--- src/rtl/seg_pkg.sv ---
// Shared constants and helpers for the multiplexed 7-segment scan driver.
// Glyphs are active-high with bit 0 = segment a through bit 6 = segment g.
package seg_pkg;

   localparam logic [6:0] SEG_OFF  = 7'h00;
   localparam logic [6:0] SEG_DASH = 7'h40;

   localparam logic [6:0] SEG_GLYPH [0:15] = '{
      7'h3F, 7'h06, 7'h5B, 7'h4F, 7'h66, 7'h6D, 7'h7D, 7'h07,
      7'h7F, 7'h6F, 7'h77, 7'h7C, 7'h39, 7'h5E, 7'h79, 7'h71
   };

   typedef enum logic {
      ST_DEAD = 1'b0,
      ST_ON   = 1'b1
   } scan_state_e;

   // Codes 10-15 fall back to a dash when hex glyphs are disabled.
   function automatic logic [6:0] seg_decode(input logic [3:0] code, input bit hex_en);
      if (code > 4'd9 && !hex_en) return SEG_DASH;
      return SEG_GLYPH[code];
   endfunction

endpackage

--- src/rtl/seg_scan_driver_if.sv ---
// Bundle between the score logic (master) and the scan driver (slave):
// digit codes and controls in, board seg/dp/an pins and frame marker out.
interface seg_scan_driver_if #(
   parameter int NUM_DIGITS = 4
);

   logic [4*NUM_DIGITS-1:0] digits_in;
   logic [NUM_DIGITS-1:0]   dp_in;
   logic [NUM_DIGITS-1:0]   blink_mask;
   logic                    lz_blank;
   logic                    load;

   logic [6:0]              seg;
   logic                    dp;
   logic [NUM_DIGITS-1:0]   an;
   logic                    frame_start;

   modport master (
      output digits_in, dp_in, blink_mask, lz_blank, load,
      input  seg, dp, an, frame_start
   );

   modport slave (
      input  digits_in, dp_in, blink_mask, lz_blank, load,
      output seg, dp, an, frame_start
   );

endinterface

--- src/rtl/seg_tick_div.sv ---
// Free-running slot divider: tick_o is high during the last cycle of every
// REFRESH_DIV-cycle digit slot.
module seg_tick_div #(
   parameter int REFRESH_DIV = 50000
) (
   input  logic clk,
   input  logic rst,
   output logic tick_o
);

   localparam int             CW   = $clog2(REFRESH_DIV);
   localparam logic [CW-1:0]  LAST = CW'(REFRESH_DIV - 1);

   logic [CW-1:0] div_cnt_q, div_cnt_d;

   assign tick_o = (div_cnt_q == LAST);

   always_comb begin
      div_cnt_d = tick_o ? '0 : div_cnt_q + 1'b1;
   end

   // NOTE: sequential state is written with <= only, so every flop samples
   // pre-edge values regardless of block ordering.
   always_ff @(posedge clk) begin
      if (rst) div_cnt_q <= '0;
      else     div_cnt_q <= div_cnt_d;
   end

endmodule

--- src/rtl/seg_scan_driver.sv ---
// Multiplexed N-digit 7-segment scan driver with anode dead-time, leading-zero
// blanking, per-digit blink and tear-free frame-synchronous snapshot loading.
module seg_scan_driver
   import seg_pkg::*;
#(
   parameter int NUM_DIGITS     = 4,
   parameter int REFRESH_DIV    = 50000,
   parameter int DEAD_CYCLES    = 0,
   parameter int BLINK_DIV      = 64,
   parameter bit HEX_EN         = 1'b1,
   parameter bit SEG_ACTIVE_LOW = 1'b1,
   parameter bit AN_ACTIVE_LOW  = 1'b1
) (
   input  logic              clk,
   input  logic              rst,
   seg_scan_driver_if.slave  bus
);

   localparam int IW = $clog2(NUM_DIGITS);
   localparam int DW = (DEAD_CYCLES > 0) ? $clog2(DEAD_CYCLES + 1) : 1;
   localparam int BW = (BLINK_DIV > 1) ? $clog2(BLINK_DIV) : 1;

   localparam logic [IW-1:0]         LAST_IDX  = IW'(NUM_DIGITS - 1);
   localparam logic [BW-1:0]         BLINK_TOP = BW'(BLINK_DIV - 1);
   localparam logic [DW-1:0]         DEAD_INIT = DW'(DEAD_CYCLES);
   localparam logic [6:0]            SEG_IDLE  = SEG_OFF ^ {7{SEG_ACTIVE_LOW}};
   localparam logic                  DP_IDLE   = SEG_ACTIVE_LOW;
   localparam logic [NUM_DIGITS-1:0] AN_IDLE   = {NUM_DIGITS{AN_ACTIVE_LOW}};
   localparam logic [NUM_DIGITS-1:0] AN_ONE    = NUM_DIGITS'(1);

   logic tick;

   seg_tick_div #(.REFRESH_DIV(REFRESH_DIV)) u_tick_div (
      .clk    (clk),
      .rst    (rst),
      .tick_o (tick)
   );

   scan_state_e             state_q, state_d;
   logic [IW-1:0]           idx_q, idx_d;
   logic [DW-1:0]           dead_q, dead_d;
   logic [6:0]              seg_q, seg_d;
   logic                    dp_q, dp_d;
   logic [NUM_DIGITS-1:0]   an_q, an_d;
   logic                    fs_q, fs_d;
   logic                    blank_q, blank_d;
   logic [4*NUM_DIGITS-1:0] pend_dig_q, pend_dig_d, disp_dig_q, disp_dig_d;
   logic [NUM_DIGITS-1:0]   pend_dp_q, pend_dp_d, disp_dp_q, disp_dp_d;
   logic [NUM_DIGITS-1:0]   pend_bm_q, pend_bm_d, disp_bm_q, disp_bm_d;
   logic [BW-1:0]           blink_cnt_q, blink_cnt_d;
   logic                    blink_hide_q, blink_hide_d;

   logic          wrap;
   logic [IW-1:0] nxt_idx;
   logic [3:0]    nxt_code;
   logic          lz_hit;
   logic          blank_now;

   // NOTE: every signal written here gets a default first, so no path can
   // leave one unassigned and infer a latch.
   always_comb begin
      state_d      = state_q;
      idx_d        = idx_q;
      dead_d       = dead_q;
      seg_d        = seg_q;
      dp_d         = dp_q;
      an_d         = an_q;
      fs_d         = 1'b0;
      blank_d      = blank_q;
      pend_dig_d   = pend_dig_q;
      pend_dp_d    = pend_dp_q;
      pend_bm_d    = pend_bm_q;
      disp_dig_d   = disp_dig_q;
      disp_dp_d    = disp_dp_q;
      disp_bm_d    = disp_bm_q;
      blink_cnt_d  = blink_cnt_q;
      blink_hide_d = blink_hide_q;
      nxt_idx      = '0;
      nxt_code     = '0;
      lz_hit       = 1'b0;
      blank_now    = 1'b0;

      wrap = tick && (idx_q == LAST_IDX);

      if (bus.load) begin
         pend_dig_d = bus.digits_in;
         pend_dp_d  = bus.dp_in;
         pend_bm_d  = bus.blink_mask;
      end

      // Display regs change only at the frame boundary; a load on that very
      // edge bypasses pending so the new value is not a frame late.
      if (wrap) begin
         fs_d       = 1'b1;
         disp_dig_d = bus.load ? bus.digits_in  : pend_dig_q;
         disp_dp_d  = bus.load ? bus.dp_in      : pend_dp_q;
         disp_bm_d  = bus.load ? bus.blink_mask : pend_bm_q;
         if (blink_cnt_q == BLINK_TOP) begin
            blink_cnt_d  = '0;
            blink_hide_d = ~blink_hide_q;
         end else begin
            blink_cnt_d = blink_cnt_q + 1'b1;
         end
      end

      if (tick) begin
         nxt_idx  = wrap ? '0 : idx_q + 1'b1;
         nxt_code = disp_dig_d[4*nxt_idx +: 4];
         lz_hit   = bus.lz_blank && (nxt_code == 4'd0) && (nxt_idx != '0);
         for (int j = 1; j < NUM_DIGITS; j++) begin
            if (j > int'(nxt_idx) && disp_dig_d[4*j +: 4] != 4'd0) lz_hit = 1'b0;
         end
         blank_now = lz_hit || (disp_bm_d[nxt_idx] && blink_hide_d);

         idx_d   = nxt_idx;
         blank_d = blank_now;
         seg_d   = blank_now ? SEG_IDLE : (seg_decode(nxt_code, HEX_EN) ^ {7{SEG_ACTIVE_LOW}});
         dp_d    = blank_now ? DP_IDLE  : (disp_dp_d[nxt_idx] ^ SEG_ACTIVE_LOW);

         if (DEAD_CYCLES == 0) begin
            state_d = ST_ON;
            an_d    = blank_now ? AN_IDLE : ((AN_ONE << nxt_idx) ^ AN_IDLE);
         end else begin
            state_d = ST_DEAD;
            dead_d  = DEAD_INIT;
            an_d    = AN_IDLE;
         end
      end else if (state_q == ST_DEAD) begin
         dead_d = dead_q - 1'b1;
         if (dead_q == DW'(1)) begin
            state_d = ST_ON;
            an_d    = blank_q ? AN_IDLE : ((AN_ONE << idx_q) ^ AN_IDLE);
         end
      end
   end

   always_ff @(posedge clk) begin
      if (rst) begin
         state_q      <= ST_ON;
         idx_q        <= '0;
         dead_q       <= '0;
         seg_q        <= SEG_IDLE;
         dp_q         <= DP_IDLE;
         an_q         <= AN_IDLE;
         fs_q         <= 1'b0;
         blank_q      <= 1'b0;
         pend_dig_q   <= '0;
         pend_dp_q    <= '0;
         pend_bm_q    <= '0;
         disp_dig_q   <= '0;
         disp_dp_q    <= '0;
         disp_bm_q    <= '0;
         blink_cnt_q  <= '0;
         blink_hide_q <= 1'b0;
      end else begin
         state_q      <= state_d;
         idx_q        <= idx_d;
         dead_q       <= dead_d;
         seg_q        <= seg_d;
         dp_q         <= dp_d;
         an_q         <= an_d;
         fs_q         <= fs_d;
         blank_q      <= blank_d;
         pend_dig_q   <= pend_dig_d;
         pend_dp_q    <= pend_dp_d;
         pend_bm_q    <= pend_bm_d;
         disp_dig_q   <= disp_dig_d;
         disp_dp_q    <= disp_dp_d;
         disp_bm_q    <= disp_bm_d;
         blink_cnt_q  <= blink_cnt_d;
         blink_hide_q <= blink_hide_d;
      end
   end

   assign bus.seg         = seg_q;
   assign bus.dp          = dp_q;
   assign bus.an          = an_q;
   assign bus.frame_start = fs_q;

endmodule
--- src/flat_wrapper.sv ---
// flat-port wrapper written by rule: the top's interface ports become plain ports
module seg_scan_driver_flat import seg_pkg::*;
#(
   parameter int NUM_DIGITS     = 4,
   parameter int REFRESH_DIV    = 50000,
   parameter int DEAD_CYCLES    = 0,
   parameter int BLINK_DIV      = 64,
   parameter bit HEX_EN         = 1'b1,
   parameter bit SEG_ACTIVE_LOW = 1'b1,
   parameter bit AN_ACTIVE_LOW  = 1'b1
)
  (clk, rst, bus_digits_in, bus_dp_in, bus_blink_mask, bus_lz_blank, bus_load, bus_seg, bus_dp, bus_an, bus_frame_start);
  seg_scan_driver_if #(.NUM_DIGITS(NUM_DIGITS)) bus_i ();
  input  logic clk;
  input  logic rst;
  input wire logic [$bits(bus_i.digits_in)-1:0] bus_digits_in;
  input wire logic [$bits(bus_i.dp_in)-1:0] bus_dp_in;
  input wire logic [$bits(bus_i.blink_mask)-1:0] bus_blink_mask;
  input wire logic [$bits(bus_i.lz_blank)-1:0] bus_lz_blank;
  input wire logic [$bits(bus_i.load)-1:0] bus_load;
  output wire logic [$bits(bus_i.seg)-1:0] bus_seg;
  output wire logic [$bits(bus_i.dp)-1:0] bus_dp;
  output wire logic [$bits(bus_i.an)-1:0] bus_an;
  output wire logic [$bits(bus_i.frame_start)-1:0] bus_frame_start;
  assign bus_i.digits_in = bus_digits_in;
  assign bus_i.dp_in = bus_dp_in;
  assign bus_i.blink_mask = bus_blink_mask;
  assign bus_i.lz_blank = bus_lz_blank;
  assign bus_i.load = bus_load;
  assign bus_seg = bus_i.seg;
  assign bus_dp = bus_i.dp;
  assign bus_an = bus_i.an;
  assign bus_frame_start = bus_i.frame_start;
  seg_scan_driver #(.NUM_DIGITS(NUM_DIGITS), .REFRESH_DIV(REFRESH_DIV), .DEAD_CYCLES(DEAD_CYCLES), .BLINK_DIV(BLINK_DIV), .HEX_EN(HEX_EN), .SEG_ACTIVE_LOW(SEG_ACTIVE_LOW), .AN_ACTIVE_LOW(AN_ACTIVE_LOW)) u_core (.clk(clk), .rst(rst), .bus(bus_i));
endmodule
--- config.mk ---
export PLATFORM = sky130hd
export DESIGN_NAME = seg_scan_driver_flat
export DESIGN_NICKNAME = d
export VERILOG_FILES = /design/src/rtl/seg_pkg.sv /design/src/rtl/seg_scan_driver_if.sv /design/src/rtl/seg_tick_div.sv /design/src/rtl/seg_scan_driver.sv /design/src/flat_wrapper.sv
export SDC_FILE = /design/constraint.sdc
export NUM_CORES = 1
export LEC_CHECK = 0
export CAP_MARGIN = 30
export CORE_MARGIN = 8
export CORE_UTILIZATION = 55
export DETAILED_ROUTE_END_ITERATION = 16
export GPL_TIMING_DRIVEN = 0
export PLACE_DENSITY = 0.77
export SYNTH_ARGS = -nofsm -noshare
export SYNTH_HDL_FRONTEND = slang
export SYNTH_SLANG_ARGS = --single-unit
--- constraint.sdc ---
create_clock -name clk -period 9.2 [get_ports clk]
set_input_delay 0.92 -clock clk [delete_from_list [all_inputs] [get_ports clk]]
set_output_delay 0.92 -clock clk [all_outputs]
set_load 0.005 [all_outputs]
==> results.txt <==
----------------------------------------------------
[Clock network]
  Clock transition at the registers of the reported paths ... 0.09 ns
  Clock network latency to the later pin of the worst-skew pair ... 0.37 ns
  Hold-fix buffers at CTS ... 0
  CTS tree ... built
  Post-cts gate resize count ... 0
  Inserted Clock Buffers ... 9
  Number of H-tree levels ... 3
  Clock sinks ... 89
  Root buf cell ... sky130_fd_sc_hd__clkbuf_8
  Number of buffers on the longest clock path ... 2
  Post-CTS repair timing setup buffer count ... 0

[Yosys]
  Post-synthesis average cell area ... 9.24 sq um
  Syn_nets ... 481
  Unique masters post-synth ... 52
  Number of cells produced by synthesis ... 440
  FFs w/ async S/R, synth ... 0
  Register bit total from synthesis ... 89
  Top cell type by total area after synthesis ... sky130_fd_sc_hd__dfxtp_1
  Warning count from the yosys run ... 0
  Area share of the largest cell type after synthesis ... 0.438
  Cell area after technology mapping ... 4070 sq um
  Main synth FF type ... sky130_fd_sc_hd__dfxtp_1
  Number of flops mapped to enable cells by yosys ... 0
  Sequential area share after synthesis ... 0.438
  Synth top area cells ... sky130_fd_sc_hd__dfxtp_1, sky130_fd_sc_hd__mux2i_1, sky130_fd_sc_hd__nor2_1

[Placed design]
  Routability congestion estimate from global placement ... 0.826
  Detailed placer's ending HPWL ... 6820 microns
  Number of I/O port buffers ... 39
  Area after detailed placement ... 4580 sq um

[Timing]
  Clock Skews ... 0.00982 ns
  Fin Hold WS ... 0.473 ns
  Final TNS setup ... 0 ns
  Hold violation total from the final report ... 0
  Final setup violation count ... 0
  Shortest period the worst path allows ... 3.67 ns
  Unrepaired setup endpoints after global routing ... no
  Tightest slew margin relative to the limit ... 0.512
  Maximum frequency from static timing analysis ... 0.272 GHz
  Crit share post-route ... 0.399
  Slew at the pin closest to its max-slew limit ... 0.732 ns
  Count of pins over their slew limit ... 0

[Setup path]
  Slowest Stage Delay on Critical Path ... 0.54 ns
  Critical path capture point type ... flip-flop
  Start point of the critical path ... u_core.idx_q[0]
  Critical Path Start Type ... flip-flop
  Critical path arrival ... 3.97 ns
  Critical Setup Path Class ... reg2reg
  Required time worst endpoint ... 9.50 ns
  Highest fanout seen on the critical path ... 10
  Launch instance of the worst register-to-register path ... u_core.idx_q[0]
  Cell chain of the critical path ... buf_4 > inv_1 > ha_1 > buf_2 > clkinv_1 > mux2i_1 > ha_1 > nand3b_1 > nor3_2 > nand4b_2 > and4b_1 > buf_2 > a21oi_1
  Slowest CP cell ... sky130_fd_sc_hd__mux2i_1

[Power and ir drop]
  Power per cell area ... 146 nW/um^2
  Worst IR drop on VDD ... 0.000122 V
  Total leakage power ... 1.86 nW

[Cells and area]
  Number of antenna repair diodes ... 0
  Design area ... 4770 sq um
  Share of final-layout standard cells stronger than drive strength 1 ... 0.0768
  Total Nets Final ... 531
  Final design utilization ... 0.661
  Area grow syn2layout ... 17.3%

[Routing]
  Count of vias placed by the detailed router ... 3327
  Average wire per cell in the routed design ... 15.5 microns
  Initial detailed-routing violation count ... 216
  Total iterations of the first detailed-routing run ... 4
  DRT Wirelength ... 9230 microns
  Detailed-route vias per instance ... 5.60
  # DRC ... 0
  Detail Route Antenna Nets ... 0

[Floorplanning]
  Placeable core area ... 7210 sq um
  Ports ... 41
  Die area ... 10400 sq um
  Effective utilization at floorplan ... 0.564
  Number of placement rows ... 31
  Die extent in x ... 102 microns
  Die Y ... 102 microns

[Global route]
  Total congestion overflow after global routing ... 0
  Pin count of the biggest net entering global routing ... 17
  Number of antenna violations at the first check in global routing ... 0
  Vias in the first global route ... 3220
  Wire length of the first global-routing pass ... 15500 microns
  Total GRT Usage ... 0.188

[Status]
  Status ... finished, final reports clean

[Flow run]
  Max-cap check violation count ... 0

[Worst hold path]
  Worst hold path startpoint ... u_core.bus.an[2]
  Min-delay worst type ... reg2reg

----------------------------------------------------
==> sequential cells by signal, summed over array words and instances (netlist names) <==
| register | flops |
|---|---|
| u_core.state_q | 1 |
| u_core.disp_bm_q | 4 |
| u_core.blink_cnt_q | 6 |
| u_core.u_tick_div.div_cnt_q | 16 |
| u_core.bus.seg | 7 |
| u_core.idx_q | 2 |
| u_core.pend_bm_q | 4 |
| u_core.bus.frame_start | 1 |
| u_core.bus.dp | 1 |
| u_core.disp_dp_q | 4 |
| u_core.blink_hide_q | 1 |
| u_core.disp_dig_q | 16 |
| u_core.blank_q | 1 |
| u_core.pend_dig_q | 16 |
| u_core.bus.an | 4 |
| u_core.dead_q | 1 |
| u_core.pend_dp_q | 4 |
==> final cells by class <==
cell class / instances / area, sq um
clock buffer: 10 / 138
fill: 611 / 2440
multi-input combinational: 315 / 2120
timing repair buffer: 39 / 390
sequential: 89 / 1780
clock inverter: 6 / 51.3
buffer: 25 / 121
inverter: 11 / 41.3
tap: 99 / 124
==> cell usage in the layout, fill, tap and decap left out, types with 6 or more instances in the layout <==
cell type / Yosys / routed
sky130_fd_sc_hd__clkdlybuf4s50_1: 0 / 39
sky130_fd_sc_hd__xor2_1: 11 / 11
sky130_fd_sc_hd__inv_1: 10 / 10
sky130_fd_sc_hd__or3_1: 6 / 6
sky130_fd_sc_hd__mux2i_1: 38 / 38
sky130_fd_sc_hd__clkbuf_1: 11 / 11
sky130_fd_sc_hd__and3_1: 7 / 7
sky130_fd_sc_hd__nand3_1: 12 / 12
sky130_fd_sc_hd__buf_2: 7 / 7
sky130_fd_sc_hd__clkbuf_8: 0 / 10
sky130_fd_sc_hd__xnor2_1: 6 / 6
sky130_fd_sc_hd__a21oi_1: 23 / 23
sky130_fd_sc_hd__ha_1: 13 / 13
sky130_fd_sc_hd__o21ai_0: 8 / 8
sky130_fd_sc_hd__dfxtp_1: 89 / 89
sky130_fd_sc_hd__nor2_1: 82 / 82
sky130_fd_sc_hd__a211oi_1: 23 / 23
sky130_fd_sc_hd__nand2_1: 21 / 21
sky130_fd_sc_hd__nand4_1: 6 / 6
==> power breakdown <==
part	switching (mW)	internal [mW]	leakage (nW)	total, mW
sequential	0.00322	0.392	0.723	0.395
combinational	0.0228	0.0200	1.05	0.0428
clock	0.148	0.109	0.0935	0.257
total	0.174	0.521	1.86	0.695
==> metrics by stage <==
stage               setup WS (ns)  power (mW)  instances
global route                 5.22       0.718        594
CTS                          5.53       0.699        594
detailed placement           5.35       0.447        578
floorplan                    5.93       0.427        440
global placement             5.43       0.446        578
finish                       5.53       0.695        594
==> layer usage <==
layer,vias to the layer above,wire (microns),global-route usage
met1,1558,4320,0.238
li1,1659,-,-
met4,0,152,0.0801
met2,97,4240,0.306
met5,-,0,0
met3,13,513,0.0354
==> critical path: cells and delay by family (launching register included) <==
kind,cells,cell delay (ns)
simple gates,4,0.74
buf+inv,5,1.10
fa+ha+maj,2,0.54
flops,1,0.52
mux,1,0.54
compound gates,1,0.15
==> worst paths after layout <==
| kind | to | slack, ns | cells after the start |
|---|---|---|---|
| max | u_core.bus.dp | 5.53 | 13 |
| min | u_core.bus.an[2] | 0.47 | 1 |
| max reg2reg | u_core.bus.dp | 5.53 | 13 |
| min reg2reg | u_core.bus.an[2] | 0.47 | 1 |
==> Yosys cell counts, drive strengths merged (5+ instances only) <==
library cell	count
dfxtp	89
nor2	82
mux2i	38
a21oi	25
a211oi	23
nand2	21
buf	14
ha	13
nand3	12
clkbuf	11
xor2	11
inv	10
o21ai	8
and3	7
nand4	7
or3	6
xnor2	6
and4	5
nand2b	5
==> kinds of logic after synthesis <==
logic type / after synthesis / share of synthesized area
compound gates: 80 / 0.134
xor+xnor: 17 / 0.0366
fa+ha+maj: 13 / 0.0400
buf+inv: 36 / 0.0400
flops: 89 / 0.438
mux: 41 / 0.110
simple gates: 164 / 0.202
(Power assumes the default switching activity.)
